`config.mk`:
```
export PLATFORM = sky130hd
export DESIGN_NAME = modbus_rtu_tx_framer
export DESIGN_NICKNAME = d
export VERILOG_FILES = /design/src/rtl/modbus_rtu_tx_framer.sv
export SDC_FILE = /design/constraint.sdc
export NUM_CORES = 1
export LEC_CHECK = 0
export ABC_AREA = 1
export CORE_ASPECT_RATIO = 1.25
export CORE_MARGIN = 2
export CORE_UTILIZATION = 57
export CTS_CLUSTER_SIZE = 40
export DETAILED_ROUTE_END_ITERATION = 7
export PLACE_DENSITY = 0.82
export SYNTH_ARGS = -nofsm -noshare
export SYNTH_HDL_FRONTEND = slang
export SYNTH_SLANG_ARGS = --single-unit
```
`constraint.sdc`:
```
create_clock -name sys_clk -period 1.7 [get_ports sys_clk]
set_clock_uncertainty 0.05 [all_clocks]
set_input_delay 0.425 -clock sys_clk [delete_from_list [all_inputs] [get_ports sys_clk]]
set_output_delay 0.425 -clock sys_clk [all_outputs]
set_load 0.01 [all_outputs]
```
`src/rtl/modbus_rtu_tx_framer.sv`:
```
// Modbus RTU transmit framer: enforces the inter-frame silent gap, then streams frame_len payload bytes to a UART byte TX.
// Optional CRC16 trailer (low byte first) is built in when MODBUS_TX_CRC_EN is defined.
module modbus_rtu_tx_framer #(
    parameter int unsigned CLK_FREQ  = 50000000,
    parameter int unsigned BAUD_RATE = 115200
) (
    input  logic       sys_clk,
    input  logic       reset_n,
    input  logic       frame_start,
    input  logic [7:0] frame_len,
    input  logic       in_valid,
    input  logic [7:0] in_data,
    output logic       in_ready,
    output logic       tx_start,
    output logic [7:0] tx_data,
    input  logic       tx_done,
    output logic       busy,
    output logic       frame_done
);

    // Above 19200 baud the silent interval is fixed at 1.75 ms, otherwise 3.5 character times.
    localparam logic [63:0] GAP_L = (BAUD_RATE > 19200)
                                  ? (64'(CLK_FREQ) * 64'd7) / 64'd4000
                                  : (64'(CLK_FREQ) * 64'd385) / (64'(BAUD_RATE) * 64'd10);
    localparam logic [31:0] GAP_CYCLES = GAP_L[31:0];

    typedef enum logic [2:0] {
        IDLE      = 3'd0,
        GAP_WAIT  = 3'd1,
        FETCH     = 3'd2,
        SEND      = 3'd3,
        WAIT_DONE = 3'd4,
        CRC_LO    = 3'd5,
        CRC_HI    = 3'd6,
        DONE      = 3'd7
    } state_t;

    state_t      state_q;
    logic [7:0]  remain_q;
    logic        in_ready_q;
    logic        tx_start_q;
    logic [7:0]  tx_data_q;
    logic        busy_q;
    logic        frame_done_q;

    logic [31:0] gap_q;
    logic [31:0] gap_d;
    logic        gap_ok;
    logic        start_ok;
    logic        accept;

    assign start_ok = (state_q == IDLE) && frame_start && (frame_len != 8'd0);
    assign accept   = (state_q == FETCH) && in_valid && in_ready_q;
    assign gap_ok   = (gap_q == GAP_CYCLES);

    // Line-idle timer: restarts when a frame finishes, saturates once the gap has elapsed.
    always_comb begin
        gap_d = gap_q;
        if (frame_done_q) begin
            gap_d = '0;
        end else if (!gap_ok) begin
            gap_d = gap_q + 32'd1;
        end
    end

    always_ff @(posedge sys_clk or negedge reset_n) begin
        if (!reset_n) begin
            gap_q <= '0;
        end else begin
            gap_q <= gap_d;
        end
    end

`ifdef MODBUS_TX_CRC_EN
    logic [15:0] crc_q;
    logic [15:0] crc_d;
    logic [3:0]  crc_cnt_q;
    logic [3:0]  crc_cnt_d;
    logic [1:0]  crc_phase_q;

    // Bit-serial CRC16: the byte is folded in on accept, then shifted out over 8 cycles.
    always_comb begin
        crc_d     = crc_q;
        crc_cnt_d = crc_cnt_q;
        if (start_ok) begin
            crc_d     = 16'hFFFF;
            crc_cnt_d = 4'd0;
        end else if (accept) begin
            crc_d     = crc_q ^ {8'h00, in_data};
            crc_cnt_d = 4'd8;
        end else if (crc_cnt_q != 4'd0) begin
            crc_d     = crc_q[0] ? ((crc_q >> 1) ^ 16'hA001) : (crc_q >> 1);
            crc_cnt_d = crc_cnt_q - 4'd1;
        end
    end

    always_ff @(posedge sys_clk or negedge reset_n) begin
        if (!reset_n) begin
            crc_q     <= 16'hFFFF;
            crc_cnt_q <= 4'd0;
        end else begin
            crc_q     <= crc_d;
            crc_cnt_q <= crc_cnt_d;
        end
    end
`endif

    always_ff @(posedge sys_clk or negedge reset_n) begin
        if (!reset_n) begin
            state_q      <= IDLE;
            remain_q     <= 8'd0;
            in_ready_q   <= 1'b0;
            tx_start_q   <= 1'b0;
            tx_data_q    <= 8'h00;
            busy_q       <= 1'b0;
            frame_done_q <= 1'b0;
`ifdef MODBUS_TX_CRC_EN
            crc_phase_q  <= 2'd0;
`endif
        end else begin
            tx_start_q   <= 1'b0;
            frame_done_q <= 1'b0;
            case (state_q)
                IDLE: begin
                    if (start_ok) begin
                        remain_q <= frame_len;
                        busy_q   <= 1'b1;
`ifdef MODBUS_TX_CRC_EN
                        crc_phase_q <= 2'd0;
`endif
                        if (gap_ok) begin
                            state_q    <= FETCH;
                            in_ready_q <= 1'b1;
                        end else begin
                            state_q <= GAP_WAIT;
                        end
                    end
                end
                GAP_WAIT: begin
                    if (gap_ok) begin
                        state_q    <= FETCH;
                        in_ready_q <= 1'b1;
                    end
                end
                FETCH: begin
                    if (accept) begin
                        tx_data_q  <= in_data;
                        remain_q   <= remain_q - 8'd1;
                        in_ready_q <= 1'b0;
                        tx_start_q <= 1'b1;
                        state_q    <= SEND;
                    end
                end
                SEND: begin
                    state_q <= WAIT_DONE;
                end
                WAIT_DONE: begin
                    if (tx_done) begin
                        if (remain_q != 8'd0) begin
                            state_q    <= FETCH;
                            in_ready_q <= 1'b1;
                        end else begin
`ifdef MODBUS_TX_CRC_EN
                            case (crc_phase_q)
                                2'd0:    state_q <= CRC_LO;
                                2'd1:    state_q <= CRC_HI;
                                default: begin
                                    state_q      <= DONE;
                                    frame_done_q <= 1'b1;
                                    busy_q       <= 1'b0;
                                end
                            endcase
`else
                            state_q      <= DONE;
                            frame_done_q <= 1'b1;
                            busy_q       <= 1'b0;
`endif
                        end
                    end
                end
                CRC_LO: begin
`ifdef MODBUS_TX_CRC_EN
                    tx_data_q   <= crc_q[7:0];
                    tx_start_q  <= 1'b1;
                    crc_phase_q <= 2'd1;
                    state_q     <= SEND;
`else
                    state_q <= IDLE;
                    busy_q  <= 1'b0;
`endif
                end
                CRC_HI: begin
`ifdef MODBUS_TX_CRC_EN
                    tx_data_q   <= crc_q[15:8];
                    tx_start_q  <= 1'b1;
                    crc_phase_q <= 2'd2;
                    state_q     <= SEND;
`else
                    state_q <= IDLE;
                    busy_q  <= 1'b0;
`endif
                end
                DONE: begin
                    state_q <= IDLE;
                end
                default: begin
                    state_q <= IDLE;
                end
            endcase
        end
    end

    assign in_ready   = in_ready_q;
    assign tx_start   = tx_start_q;
    assign tx_data    = tx_data_q;
    assign busy       = busy_q;
    assign frame_done = frame_done_q;

endmodule
```
== Word-level counts from Yosys, hierarchy flattened ==
Cells that the tools add are included.
Widths: inputs -> output; s select.
Operators by class
  add/subtract/negate cells: 2
  equal/unequal tests: 15
  multiplexer cells: 27
  reduce and logical (&&, ||, !) cells: 17
Operator list (number)
  $mux 32: 2
  $add 32x1->32 const B: 1
  $eq 32x17->1 const B: 1
  $pmux 3 s6: 1
  $mux 8: 2
  $pmux 8 s2: 1
  $reduce_bool 8->1: 2
  $mux 3: 5
  $ne 2x2->1 const B: 7
  $mux 1: 13
  $eq 3x3->1 const B: 4
  $reduce_and 4->1: 2
  $sub 8x1->8 const B: 1
  $eq 3x2->1 const B: 2
  $reduce_and 5->1: 1
  $logic_and 1x1->1: 4
  $pmux 1 s4: 1
  $reduce_bool 4->1: 1
  $eq 3x1->1 const B: 1
  $logic_not 3->1: 1
  $pmux 1 s3: 1
  $reduce_and 3->1: 1
  $reduce_bool 3->1: 1
  $reduce_or 3->1: 1
  other kinds (4): 4
Storage, ports and cells
  register bits: 55
  input port bits: 21

== Longest topological paths before layout ==
  depth after elaboration: 5
  depth in mapped cells: 12
  mapped depth without buffers: 12

== Least setup slack after synthesis ==
OpenSTA, ideal clock, no wires.
  path kind: reg-to-reg
  start: reg gap_q[0]
  end: reg gap_q[16]
  library setup time: 119 ps
  data arrival time: 1373 ps
  path slack: 159 ps
  cell stages (with the launch flop): 11
  path buffers: 0
  cell sequence: dfrtp_1 > ha_1 > inv_1 > nor2_2 > nand2_2 > inv_2 > nand2_2 > nor2_4 > nand2_1 > o21ai_1 > nor2_1
On the way
  longest elaborated chain between the ends: 3
  elaborated cells on any way between the ends: 5
RTL lines
  start: declaration: RTL line 46  | logic [31:0] gap_q;
  start signal: assignment: RTL line 70  | gap_q <= gap_d;
  $add 32x1->32: RTL line 62  | gap_d = gap_q + 32'd1;
  $mux 32: RTL line 61  | end else if (!gap_ok) begin
  $mux 32: RTL line 59  | if (frame_done_q) begin
Several ways; a longest one is shown, not always the timed one. The select of a mux whose other input is x is not followed.
A chain may end at the register's enable or synchronous reset.

== Final worst setup path ==
  start: reg gap_q[0]
  end: reg gap_q[30]
Same word-level chain as after synthesis.

==> flow_summary.rst <==
.. list-table::
   :header-rows: 1

   * - Metric
     - Value
   * - Worst min-delay path category
     - in -> async
   * - Cell types occupying the most area after synthesis
     - sky130_fd_sc_hd__dfrtp_1 42%, sky130_fd_sc_hd__nand2_1 18%, sky130_fd_sc_hd__nor2_1 8.6%
   * - Largest net degree at the start of global routing
     - 56
   * - Peak ir drop on the vdd network
     - 0.000640 V
   * - Number of H-tree levels
     - 2
   * - Layout filler cell count
     - 463
   * - Routed via count divided by cell count
     - 5.21
   * - GPL Wtd Cong
     - 0.920
   * - CTS buffer count
     - 5
   * - Final TNS setup
     - 0 ps
   * - NumNets Final
     - 583
   * - Max-Slew Margin vs Limit
     - 75.5%
   * - Setup repair after global routing missed its margin
     - true
   * - Minimum period implied by the final worst setup slack
     - 1670 ps
   * - Std-Cell Core Area
     - 0.00570 sq mm
   * - Total track usage
     - 25.8%
   * - Floorplan die width
     - 72.1 um
   * - Buffer levels on the longest clock path
     - 2
   * - I/O pin cnt
     - 33
   * - Origin of the critical flop-to-flop path
     - gap_q[0]
   * - Dominant cell type by area after synthesis
     - sky130_fd_sc_hd__dfrtp_1
   * - Sequential cell area
     - 0.00138 sq mm
   * - Clock latency on the worst-skew pair
     - 310 ps
   * - Endpoint required time on the critical path
     - 1860 ps
   * - Clock tree from TritonCTS
     - yes
   * - Cell breakdown of the critical path
     - ha_2, inv_2, nor2_4, nand2_2, inv_2, nand2_4, nor2_4, buf_12, nand3_2, nand2_1, nor2_1
   * - Crit path kind
     - reg -> reg
   * - HPWL after detailed placement
     - 5840 um
   * - Worst-path maximum fanout
     - 5
   * - First drt pass iteration count
     - 4
   * - Post-DR wirelength/cell
     - 12.6 um
   * - Final routed DRC violation total
     - 0
   * - Via count
     - 3260
   * - Seq/Total Area, Yosys
     - 41.7%
   * - Effective utilization at floorplan
     - 57.9%
   * - Min setup slack post-route
     - 31.9 ps
   * - Root buffer cell
     - sky130_fd_sc_hd__clkbuf_8
   * - Synthesized Nets
     - 509
   * - N_diodes
     - 0
   * - Initial antenna violation count
     - 0
   * - Row count
     - 31
   * - Post-Route Hold Slack
     - 35.9 ps
   * - Register clock-pin slew on the reported worst setup and hold paths
     - 100 ps
   * - Cells after synthesis
     - 485
   * - Floorplan die height
     - 89.1 um
   * - Wire length of the first global-routing pass
     - 13100 um
   * - Overall power
     - 2.82 mW
   * - Count of routing violations after the opening detailed-route iteration
     - 229
   * - Area share of the largest cell type after synthesis
     - 41.7%
   * - Critical path startpoint category
     - flop
   * - Die Footprint
     - 0.00642 sq mm
   * - Cell Area, Placed
     - 0.00390 sq mm
   * - Power density of the placed cells
     - 675 mW/mm^2
   * - Maximum clock frequency
     - 0.599 GHz
   * - Worst reg-to-reg setup slack
     - 30 ps
   * - Fraction of layout instances using a drive strength above 1
     - 16.4%
   * - Leakage power of the design
     - 2.22 nW
   * - Post-Syn Area
     - 0.00330 sq mm
   * - FF+latch count, synth
     - 55
   * - Sinks on the clock net
     - 55
   * - Maximum single-stage delay on the critical path
     - 430 ps
   * - Share of the cycle needed by the critical path after routing
     - 98.1%
   * - Library cells used by synthesis
     - 26
   * - Number of hold violations in the final report
     - 0
   * - DRT antenna net count
     - 0
   * - Final instance area
     - 0.00417 sq mm
   * - Slew @ Worst Pin
     - 365 ps
   * - Outcome
     - complete, no violations
   * - Mapped Avg Cell Area
     - 6.81 sq um
   * - Synthesis-to-finish area growth
     - 26.5%
   * - Congestion Overflow GR
     - 0
   * - Yosys warning total
     - 0
   * - Critical Path End Type
     - flop
   * - Vias in the first global route
     - 3149
   * - Max-slew violation count
     - 0
   * - RR Endpoint
     - gap_q[30]
   * - Port Buffers
     - 32
   * - Number of max-capacitance violations reported
     - 0
   * - Signal arrival time at the worst endpoint
     - 1830 ps
   * - Slowest stage cell, crit path
     - sky130_fd_sc_hd__dfrtp_1
   * - Worst-case reg-to-reg path depth
     - 11
   * - Area taken by multi-input logic gates
     - 0.00171 sq mm
   * - Total of endpoints with negative setup slack in the final report
     - 0
   * - Final wirelength
     - 7910 um
   * - Setup slack after placement
     - -337 ps
[worst max path at each step]
| stage | endpoint | start | slack, ps | cells past startpoint |
|---|---|---|---|---|
| 5_1_grt | gap_q[21] | gap_q[0] | -90 | 11 |
| 2_1_floorplan | gap_q[16] | gap_q[0] | 160 | 10 |
| 3_3_place_gp | remain_q[6] | frame_len[1] | -240 | 9 |
| 4_1_cts | gap_q[24] | gap_q[0] | 1 | 8 |
| 6_report | gap_q[30] | gap_q[0] | 30 | 11 |
| 3_5_place_dp | remain_q[4] | frame_len[1] | -340 | 9 |
[cells by family after synthesis]
group,after synthesis,synth area share [%]
xor gates and xnor gates,9,2.39
and+or+nand+nor,293,38.1
buffers and inverters,75,8.60
adders and majority gates,3,1.14
DFF,55,41.7
AOI/OAI and AO/OA,50,8.07
[per-stage QoR]
step	util (%)	cells
after floorplan	-	485
after global placement	68.5	607
after detailed placement	68.5	607
after CTS	70.1	615
after global routing	73.2	626
final	73.2	626
[worst max-delay path: cells and delay by family, from the launching register on]
| kind | cells | cell delay (ps) |
|---|---|---|
| and+or+nand+nor | 7 | 610 |
| DFF | 1 | 430 |
| buffers and inverters | 3 | 270 |
| adders and majority gates | 1 | 220 |
[state kept, by name, summed over array words and instances, names as in the netlist]
register / flops
frame_done: 1
state_q: 3
tx_start: 1
remain_q: 8
gap_q: 32
tx_data: 8
busy: 1
in_ready: 1
[where the power goes]
part / total [mW] / switching, mW / leakage [nW] / internal (mW)
clock: 0.756 / 0.460 / 0.0408 / 0.296
combinational: 0.581 / 0.342 / 1.48 / 0.239
sequential: 1.48 / 0.0841 / 0.703 / 1.40
total: 2.82 / 0.886 / 2.22 / 1.93
[synth_stat cells]
master,n
sky130_fd_sc_hd__a21oi_1,15
sky130_fd_sc_hd__a31oi_1,3
sky130_fd_sc_hd__and2_1,1
sky130_fd_sc_hd__buf_2,2
sky130_fd_sc_hd__clkbuf_1,2
sky130_fd_sc_hd__dfrtp_1,55
sky130_fd_sc_hd__ha_1,3
sky130_fd_sc_hd__inv_1,68
sky130_fd_sc_hd__inv_2,3
sky130_fd_sc_hd__nand2_1,158
sky130_fd_sc_hd__nand2_2,7
sky130_fd_sc_hd__nand3_1,22
sky130_fd_sc_hd__nand3_2,1
sky130_fd_sc_hd__nand4_1,3
sky130_fd_sc_hd__nor2_1,76
sky130_fd_sc_hd__nor2_2,3
sky130_fd_sc_hd__nor2_4,3
sky130_fd_sc_hd__nor3_1,13
sky130_fd_sc_hd__nor3_2,4
sky130_fd_sc_hd__nor3_4,2
sky130_fd_sc_hd__o211ai_1,2
sky130_fd_sc_hd__o21ai_0,25
sky130_fd_sc_hd__o21ai_1,2
sky130_fd_sc_hd__o31ai_1,3
sky130_fd_sc_hd__xnor2_1,2
sky130_fd_sc_hd__xor2_1,7
[layout by cell type (no fill, tap or decap), types with 3 or more instances in the layout]
| master | n |
|---|---|
| sky130_fd_sc_hd__dlymetal6s2s_1 | 8 |
| sky130_fd_sc_hd__nor2_1 | 67 |
| sky130_fd_sc_hd__nor2_2 | 11 |
| sky130_fd_sc_hd__buf_4 | 36 |
| sky130_fd_sc_hd__dlygate4sd2_1 | 3 |
| sky130_fd_sc_hd__nand3_2 | 3 |
| sky130_fd_sc_hd__dfrtp_1 | 55 |
| sky130_fd_sc_hd__clkbuf_8 | 5 |
| sky130_fd_sc_hd__nor3_1 | 11 |
| sky130_fd_sc_hd__o31ai_1 | 3 |
| sky130_fd_sc_hd__nand2_2 | 9 |
| sky130_fd_sc_hd__xor2_1 | 7 |
| sky130_fd_sc_hd__inv_1 | 64 |
| sky130_fd_sc_hd__nand2_1 | 155 |
| sky130_fd_sc_hd__nand3_1 | 20 |
| sky130_fd_sc_hd__nor2_4 | 4 |
| sky130_fd_sc_hd__o21ai_1 | 3 |
| sky130_fd_sc_hd__a31oi_1 | 3 |
| sky130_fd_sc_hd__o21ai_0 | 24 |
| sky130_fd_sc_hd__nor3_2 | 6 |
| sky130_fd_sc_hd__inv_2 | 7 |
| sky130_fd_sc_hd__clkdlybuf4s50_1 | 20 |
| sky130_fd_sc_hd__a21oi_1 | 15 |
| sky130_fd_sc_hd__nand4_1 | 3 |
[per-layer routing]
metal / global-route usage [%] / up-vias / routed length (um)
li1: - / 1653 / -
met1: 28.5 / 1498 / 3160
met2: 48.5 / 87 / 4220
met3: 3.27 / 22 / 256
met4: 12.5 / 0 / 279
met5: 0 / - / 0
[final cells by class]
class | instances | share of cell area [%]
Multi-Input combinational cell | 356 | 41.1
Sequential cell | 55 | 33.0
Timing Repair Buffer | 70 | 15.4
Inverter | 71 | 6.38
Tap cell | 66 | 1.98
Clock buffer | 5 | 1.65
Clock inverter | 3 | 0.570
[repair_timing]
| action | 4_1_cts | 5_1_grt |
|---|---|---|
| pin swaps | 0 | 11 |
| buffers inserted | 0 | 10 |
| endpoints found under the hold margin | 0 | 0 |
| endpoints found under the setup margin | 4 | 34 |
| cloned | 0 | 1 |
| resized for setup | 4 | 33 |
| hold buffers | 0 | 0 |
(Power assumes the default switching activity.)
